File: config.mk
export PLATFORM = sky130hd
export DESIGN_NAME = button_event_arbiter
export DESIGN_NICKNAME = d
export VERILOG_FILES = /design/src/rtl/button_event_arbiter.sv
export SDC_FILE = /design/constraint.sdc
export NUM_CORES = 1
export LEC_CHECK = 0
export CAP_MARGIN = 15
export CORE_UTILIZATION = 45
export CTS_CLUSTER_SIZE = 10
export DETAILED_ROUTE_END_ITERATION = 6
export PLACE_DENSITY_LB_ADDON = 0.08
export RECOVER_POWER = 100
export SLEW_MARGIN = 10
export SYNTH_ARGS = -nofsm -noshare
export SYNTH_HDL_FRONTEND = slang
export SYNTH_SLANG_ARGS = --single-unit
File: constraint.sdc
create_clock -name clk -period 9.8 [get_ports clk]
set_input_delay 2.94 -clock clk [delete_from_list [all_inputs] [get_ports clk]]
set_output_delay 2.94 -clock clk [all_outputs]
set_load 0.02 [all_outputs]
File: src/rtl/button_event_arbiter.sv
// Shares the data-memory port between the CPU and the button path: latches presses
// and posts one at a time to a RAM mailbox word, stalling the CPU only when starved.
module button_event_arbiter #(
  parameter int unsigned DATA_WIDTH    = 32,
  parameter int unsigned ADDRESS_WIDTH = 12,
  parameter int unsigned NUM_BTN       = 16,
  parameter int unsigned EVT_ADDR      = 64,
  parameter int unsigned STARVE_LIMIT  = 8
) (
  input  logic                     clk,
  input  logic                     reset,
  input  logic [NUM_BTN-1:0]       btn_pulse,
  input  logic                     cpu_mem_en,
  input  logic                     cpu_wEn,
  input  logic [ADDRESS_WIDTH-1:0] cpu_addr,
  input  logic [DATA_WIDTH-1:0]    cpu_dataIn,
  output logic                     cpu_stall,
  output logic                     ram_wEn,
  output logic [ADDRESS_WIDTH-1:0] ram_addr,
  output logic [DATA_WIDTH-1:0]    ram_dataIn,
  output logic                     evt_full,
  output logic [7:0]               overflow_cnt
);

  localparam int unsigned IDX_W  = $clog2(NUM_BTN);
  localparam int unsigned WAIT_W = $clog2(STARVE_LIMIT + 1);
  localparam int unsigned CNT_W  = $clog2(NUM_BTN + 1);

  typedef enum logic {
    ST_IDLE,
    ST_ARB
  } state_e;

  state_e               state_q, state_d;
  logic [NUM_BTN-1:0]   pend_q, pend_d;
  logic                 evt_full_q, evt_full_d;
  logic [WAIT_W-1:0]    wait_q, wait_d;
  logic [7:0]           ovf_q, ovf_d;

  logic [IDX_W-1:0]     sel_idx;
  logic [NUM_BTN-1:0]   clr_mask;
  logic [NUM_BTN-1:0]   lost;
  logic [CNT_W-1:0]     lost_cnt;
  logic [8:0]           ovf_sum;
  logic                 at_limit;
  logic                 grant;
  logic                 cpu_wr_evt;
  logic [DATA_WIDTH-1:0] mailbox_word;

  // Lowest pending index wins.
  always_comb begin
    sel_idx = '0;
    for (int i = NUM_BTN - 1; i >= 0; i--) begin
      if (pend_q[i]) sel_idx = IDX_W'(i);
    end
  end

  // Reset forces plain pass-through and suppresses any grant or stall.
  assign at_limit     = (wait_q == WAIT_W'(STARVE_LIMIT));
  assign grant        = !reset && (state_q == ST_ARB) && (!cpu_mem_en || at_limit);
  assign cpu_stall    = !reset && (state_q == ST_ARB) && cpu_mem_en && at_limit;
  assign cpu_wr_evt   = cpu_mem_en && cpu_wEn && !grant &&
                        (cpu_addr == ADDRESS_WIDTH'(EVT_ADDR));
  assign mailbox_word = {1'b1, (DATA_WIDTH - 1)'(sel_idx)};

  always_comb begin
    ram_wEn    = cpu_mem_en & cpu_wEn;
    ram_addr   = cpu_addr;
    ram_dataIn = cpu_dataIn;
    if (grant) begin
      ram_wEn    = 1'b1;
      ram_addr   = ADDRESS_WIDTH'(EVT_ADDR);
      ram_dataIn = mailbox_word;
    end
  end

  // Next-state logic: pending mask, overflow counting, mailbox flag and arbitration.
  always_comb begin
    state_d    = state_q;
    wait_d     = wait_q;
    clr_mask   = '0;
    lost_cnt   = '0;
    if (grant) clr_mask = NUM_BTN'(1) << sel_idx;
    lost = btn_pulse & pend_q & ~clr_mask;
    for (int i = 0; i < NUM_BTN; i++) begin
      lost_cnt = lost_cnt + CNT_W'(lost[i]);
    end
    ovf_sum    = 9'(ovf_q) + 9'(lost_cnt);
    ovf_d      = ovf_sum[8] ? 8'hFF : ovf_sum[7:0];
    pend_d     = (pend_q & ~clr_mask) | btn_pulse;
    evt_full_d = evt_full_q;
    if (grant) begin
      evt_full_d = 1'b1;
    end else if (cpu_wr_evt) begin
      evt_full_d = cpu_dataIn[DATA_WIDTH-1];
    end
    case (state_q)
      ST_IDLE: begin
        if ((|pend_q) && !evt_full_q) state_d = ST_ARB;
      end
      ST_ARB: begin
        if (grant) begin
          state_d = ST_IDLE;
          wait_d  = '0;
        end else begin
          wait_d = wait_q + WAIT_W'(1);
        end
      end
      default: state_d = ST_IDLE;
    endcase
  end

  always_ff @(posedge clk) begin
    if (reset) begin
      state_q    <= ST_IDLE;
      pend_q     <= '0;
      evt_full_q <= 1'b0;
      wait_q     <= '0;
      ovf_q      <= '0;
    end else begin
      state_q    <= state_d;
      pend_q     <= pend_d;
      evt_full_q <= evt_full_d;
      wait_q     <= wait_d;
      ovf_q      <= ovf_d;
    end
  end

  assign evt_full     = evt_full_q;
  assign overflow_cnt = ovf_q;

endmodule

---- Yosys cells after proc, flatten, opt, wreduce, memory -nomap -nowiden ----
Cells that the tools add are included.
operators by class
  $add $sub $neg .......................... 17
  equality and inequality tests ........... 2
  shift-type cells ........................ 1
  muxes and demuxes ....................... 27
  bitwise operators ....................... 7
  reduce and logical (&&, ||, !) cells .... 15
operators with widths
  kind                    count
  $mux W4                 17
  $add A5 B1 Y5           11
  $and A16 B16 Y16        3
  $mux W32                1
  $mux W16                1
  $not A16 Y16            1
  $or A16 B16 Y16         1
  $reduce_or A16 Y1       1
  $shl A1 B4 Y16 const A  1
  $eq A12 B7 Y1 const B   1
  $mux W12                1
  $add A8 B5 Y9           1
  $logic_and A1 B1 Y1     8
  $mux W8                 1
  $add A4 B1 Y5           1
  $mux W1                 5
  $add A3 B1 Y4           1
  $add A4 B1 Y4 const B   1
  $eq A4 B4 Y1 const B    1
  $logic_not A1 Y1        4
  $add A2 B1 Y3           1
  $add A1 B1 Y2           1
  $pmux W1 S2             1
  $reduce_bool A2 Y1      1
  3 further kinds         3
word-level totals
  register bits after elaboration ......... 30
  bits of input ports ..................... 64
  output and inout port bits .............. 55
  word-level logic and storage cells ...... 74

---- Depth between registers and ports, before layout ----
Gate-level depths: netlist (run 1).
  depth in word-level cells ............... 37
  depth in mapped cells ................... 23
  gate-level depth less buffers ........... 23

---- Least setup slack after synthesis (run 1) ----
OpenSTA, ideal clock, no wires.
  path kind ............................... input to register
  start point ............................. in reset
  end point ............................... reg ovf_q[6] (netlist: overflow_cnt[6])
  setup time .............................. 131 ps
  arrival ................................. 7352 ps
  required time ........................... 9669 ps
  path slack .............................. 2316 ps
  cell stages on the path ................. 19
  path buffers ............................ 0
  cells stage by stage .................... nand2b_1 > a21oi_4 > and3_4 > nand2_1 > o211ai_1 > fa_1 > fa_1 > fa_1 > inv_1 > fa_1 > inv_1 > fa_1 > inv_1 > fa_1 > a21o_1 > a21oi_1 > o21ai_0 > and4_1 > nor3_1
between the ends
  cells in the longest elaborated chain, start to end .. 23
ends and longest elaborated chain
  item                              RTL line  source
  from (decl)                       11        input logic reset,
  $logic_not A1 Y1                  60        assign grant = !reset && (state_q == ST_ARB) && (!cpu_mem_en || at_limit);
  $logic_and A1 B1 Y1 (2 in a row)  60
  $mux W16                          83        if (grant) clr_mask = NUM_BTN'(1) << sel_idx;
  $not A16 Y16                      84        lost = btn_pulse & pend_q & ~clr_mask;
  $and A16 B16 Y16                  84
  $add A1 B1 Y2                     86        lost_cnt = lost_cnt + CNT_W'(lost[i]);
  $add A2 B1 Y3                     86
  $add A3 B1 Y4                     86
  $add A4 B1 Y5                     86
  $add A5 B1 Y5 (11 in a row)       86
  $add A8 B5 Y9                     88        ovf_sum = 9'(ovf_q) + 9'(lost_cnt);
  $mux W8                           89        ovf_d = ovf_sum[8] ? 8'hFF : ovf_sum[7:0];
  to (signal assigned)              125       ovf_q <= ovf_d;
  to (decl)                         38        logic [7:0] ovf_q, ovf_d;
Parallel ways exist; a longest one is shown, timed or not.
A chain may end at the register's enable or synchronous reset.

---- Worst setup path after layout (run 1) ----
  start point ............................. in reset
  end point ............................... out ram_dataIn[0]
between the ends
  cells in the longest elaborated chain, start to end .. 4
ends and longest elaborated chain
  item                              RTL line  source
  $logic_not A1 Y1                  60
  $logic_and A1 B1 Y1 (2 in a row)  60
  $mux W32                          70        if (grant) begin
  to (decl)                         20        output logic [DATA_WIDTH-1:0] ram_dataIn,
Every way passes these cells.

==> out/qor.csv, run 1 <==
stage,metric,value,unit
yosys,Synth Cell Area,2480,µm²
die,Starting Density,47.6,%
power,sequential share of power,27.9,%
yosys,dominant synthesized flop cell,dfxtp_1,
final_layout,final std cells w/o fill,490,
yosys,syn_nets,391,
power,Int Power,0.341,mW
place,placed insts,482,
yosys,synth top area cells,"dfxtp_1 24%, nor2b_1 11%, fa_1 9.7%, ha_1 5.0%, inv_1 4.1%",
route,vias,2643,
power,Tot Pwr,0.552,mW
die,Core Rows,26,
sta,f_max,116,MHz
final_layout,fillers,453,
sta,final setup margin,1.15,ns
route,antenna-violating nets left,0,
hold_path,worst hold path class,flip-flop to flip-flop,
sta,final critical-path required period,8.65,ns
route,WL/cell,15.3,µm
final_layout,area delta synth->final,52.8,%
sta,Final Skew,0.0140,ns
grt,grt total ovfl,0,
place,Post-DP Area,3710,µm²
yosys,"FF+latch count, synth",30,
yosys,Post-synth EDFFs,0,
place,routability cong.,0.882,
place,DP Wirelength,6110,µm
clock_tree,clock root buffer master,clkbuf_8,
clock_tree,Skew-Pair Late Insertion Delay,0.29,ns
final_layout,layout cells sized above 1,4.76,%
yosys,Synth top area share,24.2,%
worst_setup_path,Setup crit end kind,output port,
yosys,Yosys warning total,0,
die,Die ar.,5810,µm²
yosys,Syn Area/Cell,8.13,µm²
yosys,commonest cells in the netlist,"44 x nor2b_1, 30 x dfxtp_1, 27 x inv_1",
yosys,Synth area leader,dfxtp_1,
worst_setup_path,worst setup path category,input pin to output port,
sta,Tcrit/Tclk final,88.2,%
die,I/O pin count,119,
final_layout,area of the multi-input gates,1690,µm²
place,pre-CTS setup slack,0.942,ns
route,initial detailed-routing violation count,143,
final_layout,final net count,505,
clock_tree,hold buffers post-CTS,0,
yosys,register area share after synthesis,24.2,%
route,vias per std cell,5.39,
worst_setup_path,CP startpoint kind,input pin,
route,DRC Markers,0,
sta,Slew headroom,59.4,%
sta,Final Max Tran Viols,0,
power,sw frac,38.3,%
clock_tree,CTS tree,yes,
final_layout,register area,601,µm²
sta,worst hold slack,0.505,ns
clock_tree,CTS resizes,0,
die,CORE AREA,5200,µm²
worst_setup_path,CP Data Arrival Time,5.71,ns
grt,number of global-route vias before repair,2612,
hold_path,hold_sp,overflow_cnt[7],
grt,grt peak-use layer,met2,
clock_tree,Worst-path clk slew,0.08,ns
final_layout,fin util,72.8,%
yosys,cell with the most instances after synthesis,nor2b_1,
grt,initial antenna violation count,0,
die,Die X,76.2,µm
grt,met1 usage,32.7,%
worst_setup_path,crit-path max FO,13,
yosys,Synth Instances,305,
status,status,finished clean,
clock_tree,TritonCTS buffer count,5,
power,combinational share of power,48.7,%
route,Routed Wire Length,7510,µm
clock_tree,"Setup Fix Bufs, Post-CTS",0,
worst_setup_path,Critical Path Start,reset,
worst_setup_path,worst r2r src,pend_q[14],
power,Cell Pwr Density,146,nW/µm²
yosys,share of synthesized registers carrying an async set or reset,0,%
final_layout,"Design Area, Final",3790,µm²
sta,"Hold Violations, Final",0,
grt,GR Util met2,48.6,%
place,Buffers on Ports,118,
worst_setup_path,Worst EP required,6.86,ns
clock_tree,clk sinks,30,
grt,largest net degree at the start of global routing,42,
sta,# setup viols final,0,
die,die height,76.2,µm
sta,setup_tns,0,ns
grt,met3 GRT Util,5.51,%
grt,first-pass GRT wire length,12800,µm
grt,Total GRT Usage,27.4,%
job,Max-cap violations,0,
clock_tree,worst-case clock buffer depth,2,
power,Sw Pwr,0.211,mW
sta,slew at the pin closest to its max-slew limit,0.603,ns
power,VDD IR max,149,µV
power,P_leak,1.58,nW
final_layout,antenna cells,0,
sta,RSZ-0062 raised after global routing,no,
yosys,library cells used by synthesis,56,
power,Clk pwr share,23.4,%
route,DR pass1 iterations,4,
clock_tree,H-tree level count,2,
[sequential cells by signal, indices dropped and copies added (netlist names)]
name	flops
wait_q	4
evt_full	1
pend_q	16
overflow_cnt	8
state_q	1
[kinds of logic (layout without fill, tap and decap cells)]
| family | after synthesis | after routing | share of synthesized area, % |
|---|---|---|---|
| buf+inv | 41 | 156 | 6.61 |
| compound gates | 70 | 70 | 20.1 |
| xor+xnor | 6 | 6 | 2.12 |
| fa+ha+maj | 22 | 22 | 14.7 |
| simple gates | 135 | 135 | 31.8 |
| mux | 1 | 1 | 0.404 |
| flops | 30 | 30 | 24.2 |
[cells in the final DEF (no fill, tap or decap), drive strengths merged, types with 8 or more instances in the layout]
| cell type | instances |
|---|---|
| clkdlybuf4s50 | 63 |
| dlygate4sd3 | 55 |
| nor2b | 44 |
| dfxtp | 30 |
| inv | 27 |
| nor2 | 21 |
| a21oi | 19 |
| nand2 | 15 |
| o21ai | 13 |
| fa | 12 |
| nor4 | 11 |
| ha | 10 |
| nand2b | 8 |
| o211ai | 8 |
[area by class of cell]
type | instances | area share (%)
inverters | 27 | 2.67
clock buffers | 5 | 1.82
flip-flops and latches | 30 | 15.8
multi-input cells | 234 | 44.5
repair buffers | 121 | 31.7
clock inverters | 3 | 1.19
well taps | 70 | 2.31
[critical path, stage by stage]
cell	delay, ns
dlygate4sd3_1	0.80
inv_1	0.31
nand3_1	0.32
clkbuf_1	0.39
nand2_1	0.10
o31ai_1	0.11
dlygate4sd3_1	0.73
[power by group through the flow]
stage / Combinational, mW / Clock [mW] / Sequential, mW
global placement: 0.269 / 0 / 0.156
floorplan: 0.174 / 0 / 0.156
global route: 0.303 / 0.135 / 0.156
detailed placement: 0.279 / 0 / 0.157
finish: 0.268 / 0.129 / 0.154
CTS: 0.281 / 0.130 / 0.154
[per-layer routing]
metal	vias to the layer above	wire length, µm
met5	-	0
met4	0	144
met3	14	565
met2	120	3770
met1	1214	3040
li1	1295	-
[worst paths after layout]
kind,endpoint,slack (ns),cells after the start
worst min-delay path,overflow_cnt[7],0.51,2
worst max-delay path,ram_dataIn[0],1.15,7
worst max register to register,overflow_cnt[0],3.88,20
worst min register to register,overflow_cnt[7],0.51,2
Power figures use the tool's default switching activity.
==> inputs of run 2 (changes only) <==
--- a/config.mk
+++ b/config.mk
@@ -9,7 +9,7 @@
 export CORE_UTILIZATION = 45
 export CTS_CLUSTER_SIZE = 10
 export DETAILED_ROUTE_END_ITERATION = 6
-export PLACE_DENSITY_LB_ADDON = 0.08
+export PLACE_DENSITY_LB_ADDON = 0.25
 export RECOVER_POWER = 100
 export SLEW_MARGIN = 10
 export SYNTH_ARGS = -nofsm -noshare
==> out/qor.csv, run 2 (synthesized netlist as in run 1, its figures left out) <==
stage,metric,value,unit,change
clock_tree,clock root buffer master,clkbuf_8,,unchanged
final_layout,fin util,72.1,%,was 72.8%
final_layout,final net count,505,,unchanged
sta,Tcrit/Tclk final,90.2,%,was 88.2%
final_layout,largest register by flop count,pend_q,,unchanged
worst_setup_path,cells along the critical path,"dlygate4sd3_1, inv_1, nand3_1, clkbuf_1, and3_1, fa_1, inv_1, fa_1, fa_1, inv_1, fa_1, inv_1, fa_1, inv_1, fa_1, a21o_1, a21oi_1, o21ai_0, nand2b_1, a21oi_1",,"was dlygate4sd3_1, inv_1, nand3_1, clkbuf_1, nand2_1, o31ai_1, dlygate4sd3_1"
worst_setup_path,Max stage delay on crit path,0.88,ns,was 0.80 ns
die,Die ar.,5810,µm²,unchanged
grt,grt total ovfl,0,,unchanged
final_layout,final std cells w/o fill,489,,was 490
route,antenna-violating nets left,0,,unchanged
sta,Final Max Tran Viols,0,,unchanged
worst_setup_path,Worst R2R Setup Slack,3.89,ns,was 3.88 ns
place,placed insts,482,,unchanged
hold_path,worst hold path class,flip-flop to flip-flop,,unchanged
sta,worst hold slack,0.483,ns,was 0.505 ns
route,initial detailed-routing violation count,136,,was 143
place,Buffers on Ports,118,,unchanged
worst_setup_path,Critical Path Start,reset,,unchanged
worst_setup_path,CP startpoint kind,input pin,,unchanged
sta,final critical-path required period,8.84,ns,was 8.65 ns
die,CORE AREA,5200,µm²,unchanged
die,Die X,76.2,µm,unchanged
clock_tree,worst-case clock buffer depth,2,,unchanged
final_layout,"Design Area, Final",3750,µm²,was 3790 µm²
final_layout,fillers,401,,was 453
job,Max-cap violations,0,,unchanged
final_layout,max reg flops,16,,unchanged
worst_setup_path,crit-path max FO,16,,was 13
worst_setup_path,CP dominant cell by count,fa_1,,was dlygate4sd3_1
clock_tree,"Setup Fix Bufs, Post-CTS",0,,unchanged
route,vias per std cell,5.58,,was 5.39
final_layout,register area,601,µm²,unchanged
sta,final setup margin,0.963,ns,was 1.15 ns
final_layout,antenna cells,0,,unchanged
power,Tot Pwr,0.521,mW,was 0.552 mW
sta,"Hold Violations, Final",0,,unchanged
die,Starting Density,47.6,%,unchanged
clock_tree,CTS tree,yes,,unchanged
die,Core Rows,26,,unchanged
final_layout,layout cells sized above 1,4.53,%,was 4.76%
route,DRC Markers,0,,unchanged
sta,slew at the pin closest to its max-slew limit,0.649,ns,was 0.603 ns
place,routability cong.,0.851,,was 0.882
power,P_leak,1.57,nW,was 1.58 nW
final_layout,most frequent cells in the layout,"63 x clkdlybuf4s50_1, 55 x dlygate4sd3_1, 44 x nor2b_1, 30 x dfxtp_1, 27 x inv_1",,unchanged
clock_tree,TritonCTS buffer count,5,,unchanged
grt,first-pass GRT wire length,13000,µm,was 12800 µm
place,pre-CTS setup slack,1.05,ns,was 0.942 ns
die,I/O pin count,119,,unchanged
sta,RSZ-0062 raised after global routing,no,,unchanged
worst_setup_path,worst r2r src,pend_q[14],,unchanged
grt,largest net degree at the start of global routing,42,,unchanged
route,WL/cell,16.2,µm,was 15.3 µm
clock_tree,hold buffers post-CTS,0,,unchanged
route,DR pass1 iterations,4,,unchanged
sta,setup_tns,0,ns,unchanged
power,VDD IR max,179,µV,was 149 µV
sta,f_max,113,MHz,was 116 MHz
grt,Total GRT Usage,28.1,%,was 27.4%
final_layout,area of the multi-input gates,1690,µm²,unchanged
clock_tree,Skew-Pair Late Insertion Delay,0.29,ns,about the same
worst_setup_path,CP Data Arrival Time,9.05,ns,was 5.71 ns
grt,number of global-route vias before repair,2626,,was 2612
final_layout,"most common cell after layout, fill and taps aside",clkdlybuf4s50_1,,unchanged
worst_setup_path,Setup crit end kind,flip-flop,,was output port
worst_setup_path,CP max stage cell,dlygate4sd3_1,,unchanged
power,Cell Pwr Density,139,nW/µm²,was 146 nW/µm²
die,die height,76.2,µm,unchanged
sta,Final Skew,0.00572,ns,was 0.0140 ns
place,Post-DP Area,3710,µm²,unchanged
sta,# setup viols final,0,,unchanged
final_layout,area delta synth->final,51.4,%,was 52.8%
route,Routed Wire Length,7920,µm,was 7510 µm
route,vias,2730,,was 2643
place,DP Wirelength,6240,µm,was 6110 µm
clock_tree,CTS resizes,0,,unchanged
sta,Slew headroom,56.7,%,was 59.4%
worst_setup_path,Worst EP required,10.01,ns,was 6.86 ns
hold_path,hold_sp,overflow_cnt[7],,unchanged
grt,initial antenna violation count,0,,unchanged
worst_setup_path,worst setup path category,input pin to flip-flop,,was input pin to output port
clock_tree,H-tree level count,2,,unchanged
status,status,finished clean,,unchanged
clock_tree,clk sinks,30,,unchanged
clock_tree,Worst-path clk slew,0.07,ns,was 0.08 ns
run 2: cell types whose count changed in the layout (fill, tap and decap cells not counted), sizes merged:
cell / previous run / this run
bufinv: 1 / 0
clkinv: 0 / 2
clkinvlp: 2 / 0
run 2: path summary, 6_finish.rpt:
check,depth (start not counted),end
max,20,overflow_cnt[4]
min,2,overflow_cnt[7]
max reg2reg,20,overflow_cnt[4]
min reg2reg,2,overflow_cnt[7]
run 2: cell type report:
cell class,count,area share [%]
clock buffers,5,1.83
clock inverters,2,0.267
repair buffers,121,32.0
inverters,27,2.70
flip-flops and latches,30,16.0
well taps,70,2.33
multi-input cells,234,44.9
run 2: layer usage:
layer	wire (µm)	track usage [%]	up-vias
met2	3830	49.2	135
met1	3320	34.2	1282
met5	0	0	-
met4	136	8.46	0
met3	631	5.99	14
li1	-	-	1299
run 2: critical path, delay by kind of cell:
family	cells	cell delay [ns]
AND/OR/NAND/NOR	3	0.69
buffers and inverters	7	2.04
adder cells (fa/ha/maj)	6	2.55
AO/OA/AOI/OAI	4	0.82
run 2: power breakdown:
group	internal, mW	total [mW]	switching, mW
combinational	0.129	0.271	0.142
sequential	0.137	0.154	0.0173
clock	0.0476	0.0967	0.0491
total	0.313	0.521	0.209
==> patch 1: new RTL, config.mk and constraints of run 2 <==
Register the output `overflow_cnt` once more, with the module's reset; this adds one clock of latency there. The other outputs are not delayed to match.
--- a/src/rtl/button_event_arbiter.sv
+++ b/src/rtl/button_event_arbiter.sv
@@ -127,7 +127,13 @@
   end
 
   assign evt_full     = evt_full_q;
-  assign overflow_cnt = ovf_q;
+  always_ff @(posedge clk) begin
+    if (reset) begin
+      overflow_cnt <= '0;
+    end else begin
+      overflow_cnt <= ovf_q;
+    end
+  end
 
 endmodule
 
Function: changed (Yosys sat finds a counterexample within 4 cycles, from zero or initial values and one cycle with reset high).
==> patch 1 against run 2 <==
- critical endpoint is now ovf_q[4]
- cell count grew 4.3%
- total power up 18%
- utilization decreased by 0.30 points
- design area up 7.3%
- wire length rose by 2.7%
- count of clock-buffer cells in the layout grew 1
- sequential share of layout area is 2.9 points higher
- hold slack worse by 0.0034 ns
- sequential cell count rose by 8
- highest routed layer unchanged
- worst setup slack gained 0.55 ns
- area after synthesis grew 7.3%
- critical path depth fell by 2
==> patch 1: results (changes against run 2) <==
| Metric | Value |
|---|---|
| Buffer depth of the longest clock path | `2 (unchanged)` |
| Rel. slew slack | `65.5% (+8.8 points)` |
| Avg Inst Size Synth | `8.26 µm² (+1.6%)` |
| Dominant cells by area after synthesis | `dfxtp_1 29%, fa_1 9.0%, and2_1 8.9%, nor2_1 5.5%, ha_1 4.7%` |
| Vias in the first global route | `2624 (-0.076%)` |
| Post-DP Area | `0.00390 mm² (+5.1%)` |
| Mapped Area | `0.00266 mm² (+7.3%)` |
| Clkbuf count | `6 (+1)` |
| FILL cells | `459 (+14%)` |
| DR WL met3 | `515 µm (-18%)` |
| Routed via count | `2680 (-1.8%)` |
| DR vias/cell | `5.25 (-5.9%)` |
| ClkCell Share | `3.54% (+1.4 points)` |
| VDD IR max | `0.141 mV (-21%)` |
| Hold path startpoint | `ovf_q[4]` |
| Multi-input gates | `247 (+5.6%)` |
| Area occupied by registers | `761 µm² (+27%)` |
| Met3 Usage GRT | `4.14% (-1.9 points)` |
| R2R Setup Slk | `3.94 ns (+0.05 ns)` |
| Inverters | `25 (-7.4%)` |
| Largest net degree at the start of global routing | `55 (+31%)` |
| Layout cell share with drive strength beyond 1 | `4.79% (+0.26 points)` |
| Layout area overhead | `51.5% (about the same)` |
| Initial drt markers | `140 (+2.9%)` |
| Placed cells | `502 (+4.1%)` |
| Pre-CTS WS | `1.27 ns (+0.219 ns)` |
| Worst reg2reg path endpoint | `ovf_q[4]` |
| Leakage power of the design | `1.71 nW (+8.5%)` |
| DR WL/cell | `15.9 µm (-1.5%)` |
| Hold EP | `overflow_cnt[4]` |
| RR Startpoint | `wait_q[0]` |
| Buffer share of cell area | `29.7% (-2.3 points)` |
| R2R cell count | `21 (+5.0%)` |
| Dpl hpwl | `6440 µm (+3.3%)` |
| GR met1 Demand/Resource | `31.2% (-3.0 points)` |
| #FFs+latches synth | `38 (+27%)` |
| WHS Path Cells | `1 (-1)` |
| Met2 Usage GRT | `49.1% (-0.059 points)` |
| Synth top cells by count | `39 x nor2_1, 38 x and2_1, 38 x dfxtp_1, 24 x inv_1, 21 x nand2_1` |
| Final Skew | `0.00537 ns (-0.000354 ns)` |
| Nets | `523 (+3.6%)` |
| Total track usage | `26.6% (-1.4 points)` |
| CP max stage delay | `0.55 ns (-0.33 ns)` |
| Met2 routed WL | `4090 µm (+6.7%)` |
| Non-CTS buffers | `120 (-0.83%)` |
| WHS | `0.479 ns (-0.00342 ns)` |
| Post-synthesis sequential area ratio | `28.6% (+4.4 points)` |
| Global placer's final weighted congestion | `0.894 (+5.0%)` |
| DRT Pass-1 Iters | `4 (unchanged)` |
| Status | `complete, no violations` |
| First-pass GRT wire length | `12800 µm (-2.2%)` |
| Mapped Nets | `408 (+4.3%)` |
| Top Metal Used | `met4` |
| Fin util | `71.8% (-0.30 points)` |
| Data arrival time of the worst path | `8.51 ns (-0.54 ns)` |
| Multi-input gate area | `0.00175 mm² (+3.5%)` |
| CP max FO | `10 (-6)` |
| WL met1 | `3360 µm (+1.4%)` |
-- patch 1: logic make-up after synthesis --
kind of cell | after synthesis | synth area share (%)
simple gates | 147 | 30.0
compound gates | 70 | 19.5
flops | 38 | 28.6
buf+inv | 37 | 5.41
fa+ha+maj | 22 | 13.7
xor+xnor | 6 | 1.98
mux | 2 | 0.800
-- patch 1: where the power goes --
group	leakage (nW)	switching, W	total (W)	internal (W)
sequential	0.314	0.0000145	0.000186	0.000171
combinational	1.32	0.000139	0.000262	0.000124
clock	0.0714	0.0000567	0.000165	0.000109
total	1.71	0.000210	0.000613	0.000403
-- patch 1: worst max-delay path by stage --
stage	endpoint	cells past startpoint	slack, ns	start
2_1_floorplan	ovf_q[6]	20	2.43	cpu_mem_en
3_3_place_gp	ovf_q[2]	19	1.40	cpu_mem_en
3_5_place_dp	ovf_q[4]	19	1.27	cpu_mem_en
4_1_cts	ovf_q[4]	19	1.52	cpu_mem_en
5_1_grt	ovf_q[5]	18	1.17	reset
6_report	ovf_q[4]	18	1.51	reset
==> patch 2: new RTL, config.mk and constraints of run 2 <==
Without the edit above. Change the parameter `STARVE_LIMIT` from 8 to 4.
--- a/src/rtl/button_event_arbiter.sv
+++ b/src/rtl/button_event_arbiter.sv
@@ -5,7 +5,7 @@
   parameter int unsigned ADDRESS_WIDTH = 12,
   parameter int unsigned NUM_BTN       = 16,
   parameter int unsigned EVT_ADDR      = 64,
-  parameter int unsigned STARVE_LIMIT  = 8
+  parameter int unsigned STARVE_LIMIT  = 4
 ) (
   input  logic                     clk,
   input  logic                     reset,
Check against the original RTL: not equivalent (a bounded check fails within 10 cycles, from zero or initial values and one cycle with reset high).
==> patch 2 against run 2 <==
- first-iteration DRC count up 24%
- worst setup slack better by 0.34 ns
- sequential power down 5%
- design area up 0.40%
- total power down 3.4%
- largest cell class unchanged
- register-to-register slack better by 0.08 ns
- area after synthesis down 0.91%
- sequential share of layout area down 0.59 points
- via count down 0.95%
- sequential cell count down 1
- wire length down 5.1%
- critical path depth unchanged
- non-clock buffer count unchanged
- maximum frequency up 4.0%
==> patch 2: results (changes against run 2) <==
| Metric | Value |
|---|---|
| R2R cell count | `18 (-10%)` |
| Nets | `510 (+0.99%)` |
| Largest net degree at the start of global routing | `43 (+2.4%)` |
| Drt total wl | `7510 µm (-5.1%)` |
| Layout cell share with drive strength beyond 1 | `4.94% (+0.41 points)` |
| Initial drt markers | `168 (+24%)` |
| Data arrival time of the worst path | `8.65 ns (-0.40 ns)` |
| Post-synthesis sequential area ratio | `23.6% (-0.59 points)` |
| R2R Setup Slk | `3.97 ns (+0.08 ns)` |
| Status | `complete, no violations` |
| DRT Pass-1 Iters | `7 (+3)` |
| First-pass GRT wire length | `11600 µm (-11%)` |
| CP max stage delay | `0.58 ns (-0.30 ns)` |
| Vias in the first global route | `2473 (-5.8%)` |
| VDD IR max | `0.126 mV (-30%)` |
| Ys async rst share | `0% (unchanged)` |
| Final Skew | `0.00678 ns (+0.00105 ns)` |
| Mapped Nets | `395 (+1.0%)` |
| Yosys cell types | `53 (-5.4%)` |
| DR vias/cell | `5.46 (-2.2%)` |
| Dpl hpwl | `6090 µm (-2.3%)` |
| Post-DP Area | `0.00369 mm² (-0.57%)` |
| Dominant cells by area after synthesis | `dfxtp_1 24%, and2_1 9.9%, fa_1 9.8%, a21oi_1 5.3%, ha_1 5.1%` |
| Total track usage | `27.1% (-1.0 points)` |
| RR Startpoint | `pend_q[0]` |
| CP max FO | `9 (-7)` |
| Leakage power of the design | `1.60 nW (+1.6%)` |
| Global placer's final weighted congestion | `0.964 (+13%)` |
[patch 2: cell types whose count changed after synthesis, sizes merged, moves of 4 or more]
| cell | delta |
|---|---|
| nor2b | -41 |
| and2 | +38 |
| nor2 | +9 |
| a21oi | +8 |
| a211oi | +5 |
| o211ai | -5 |
| o311a | -5 |
| nor4 | -4 |
[patch 2: logic make-up (layout without fill, tap and decap cells)]
logic type | after synthesis | after routing | synth area share, %
flip-flops | 29 | 29 | 23.6
AND/OR/NAND/NOR | 136 | 136 | 31.5
buffers and inverters | 41 | 157 | 6.77
AO/OA/AOI/OAI | 74 | 74 | 20.6
multiplexers | 3 | 3 | 1.27
XOR/XNOR | 4 | 4 | 1.43
adder cells (fa/ha/maj) | 22 | 22 | 14.9
[patch 2: worst max-delay path by stage]
stage / endpoint / slack (ns) / cells past startpoint
after global routing: overflow_cnt[7] / 0.93 / 20
after floorplan: overflow_cnt[7] / 1.92 / 18
after detailed placement: overflow_cnt[1] / 1.37 / 19
final: overflow_cnt[1] / 1.30 / 20
after CTS: overflow_cnt[1] / 1.67 / 19
after global placement: overflow_cnt[0] / 1.46 / 19
[patch 2: final cells by class]
| cell class | instances | area, µm² |
|---|---|---|
| repair buffers | 121 | 1200 |
| clock inverters | 3 | 17.5 |
| flip-flops and latches | 29 | 581 |
| clock buffers | 5 | 68.8 |
| well taps | 70 | 87.6 |
| inverters | 28 | 105 |
| multi-input cells | 239 | 1710 |
| fillers | 400 | 1400 |
[patch 2: layer usage]
metal / vias up / track usage (%) / share of wire [%]
met4: 0 / 8.85 / 1.3
met2: 142 / 47.7 / 50
li1: 1301 / - / -
met5: - / 0 / 0
met3: 18 / 7.01 / 10
met1: 1243 / 31.9 / 38
[patch 2: worst max-delay path, delay by kind of cell]
family                   cells  cell delay, ns
adder cells (fa/ha/maj)      6            2.57
AO/OA/AOI/OAI                6            1.36
buffers and inverters        5            1.11
AND/OR/NAND/NOR              3            0.67
[patch 2: per-stage QoR]
step / total power [W] / setup WS, ns / instances
finish: 0.000504 / 1.30 / 495
floorplan: 0.000315 / 1.92 / 309
detailed placement: 0.000417 / 1.37 / 487
global placement: 0.000411 / 1.46 / 487
CTS: 0.000517 / 1.67 / 495
global route: 0.000545 / 0.929 / 495
[patch 2: report_power, final]
part	internal (W)	switching, W
Sequential	0.000131	0.0000160
Clock	0.0000489	0.0000493
Combinational	0.000123	0.000135
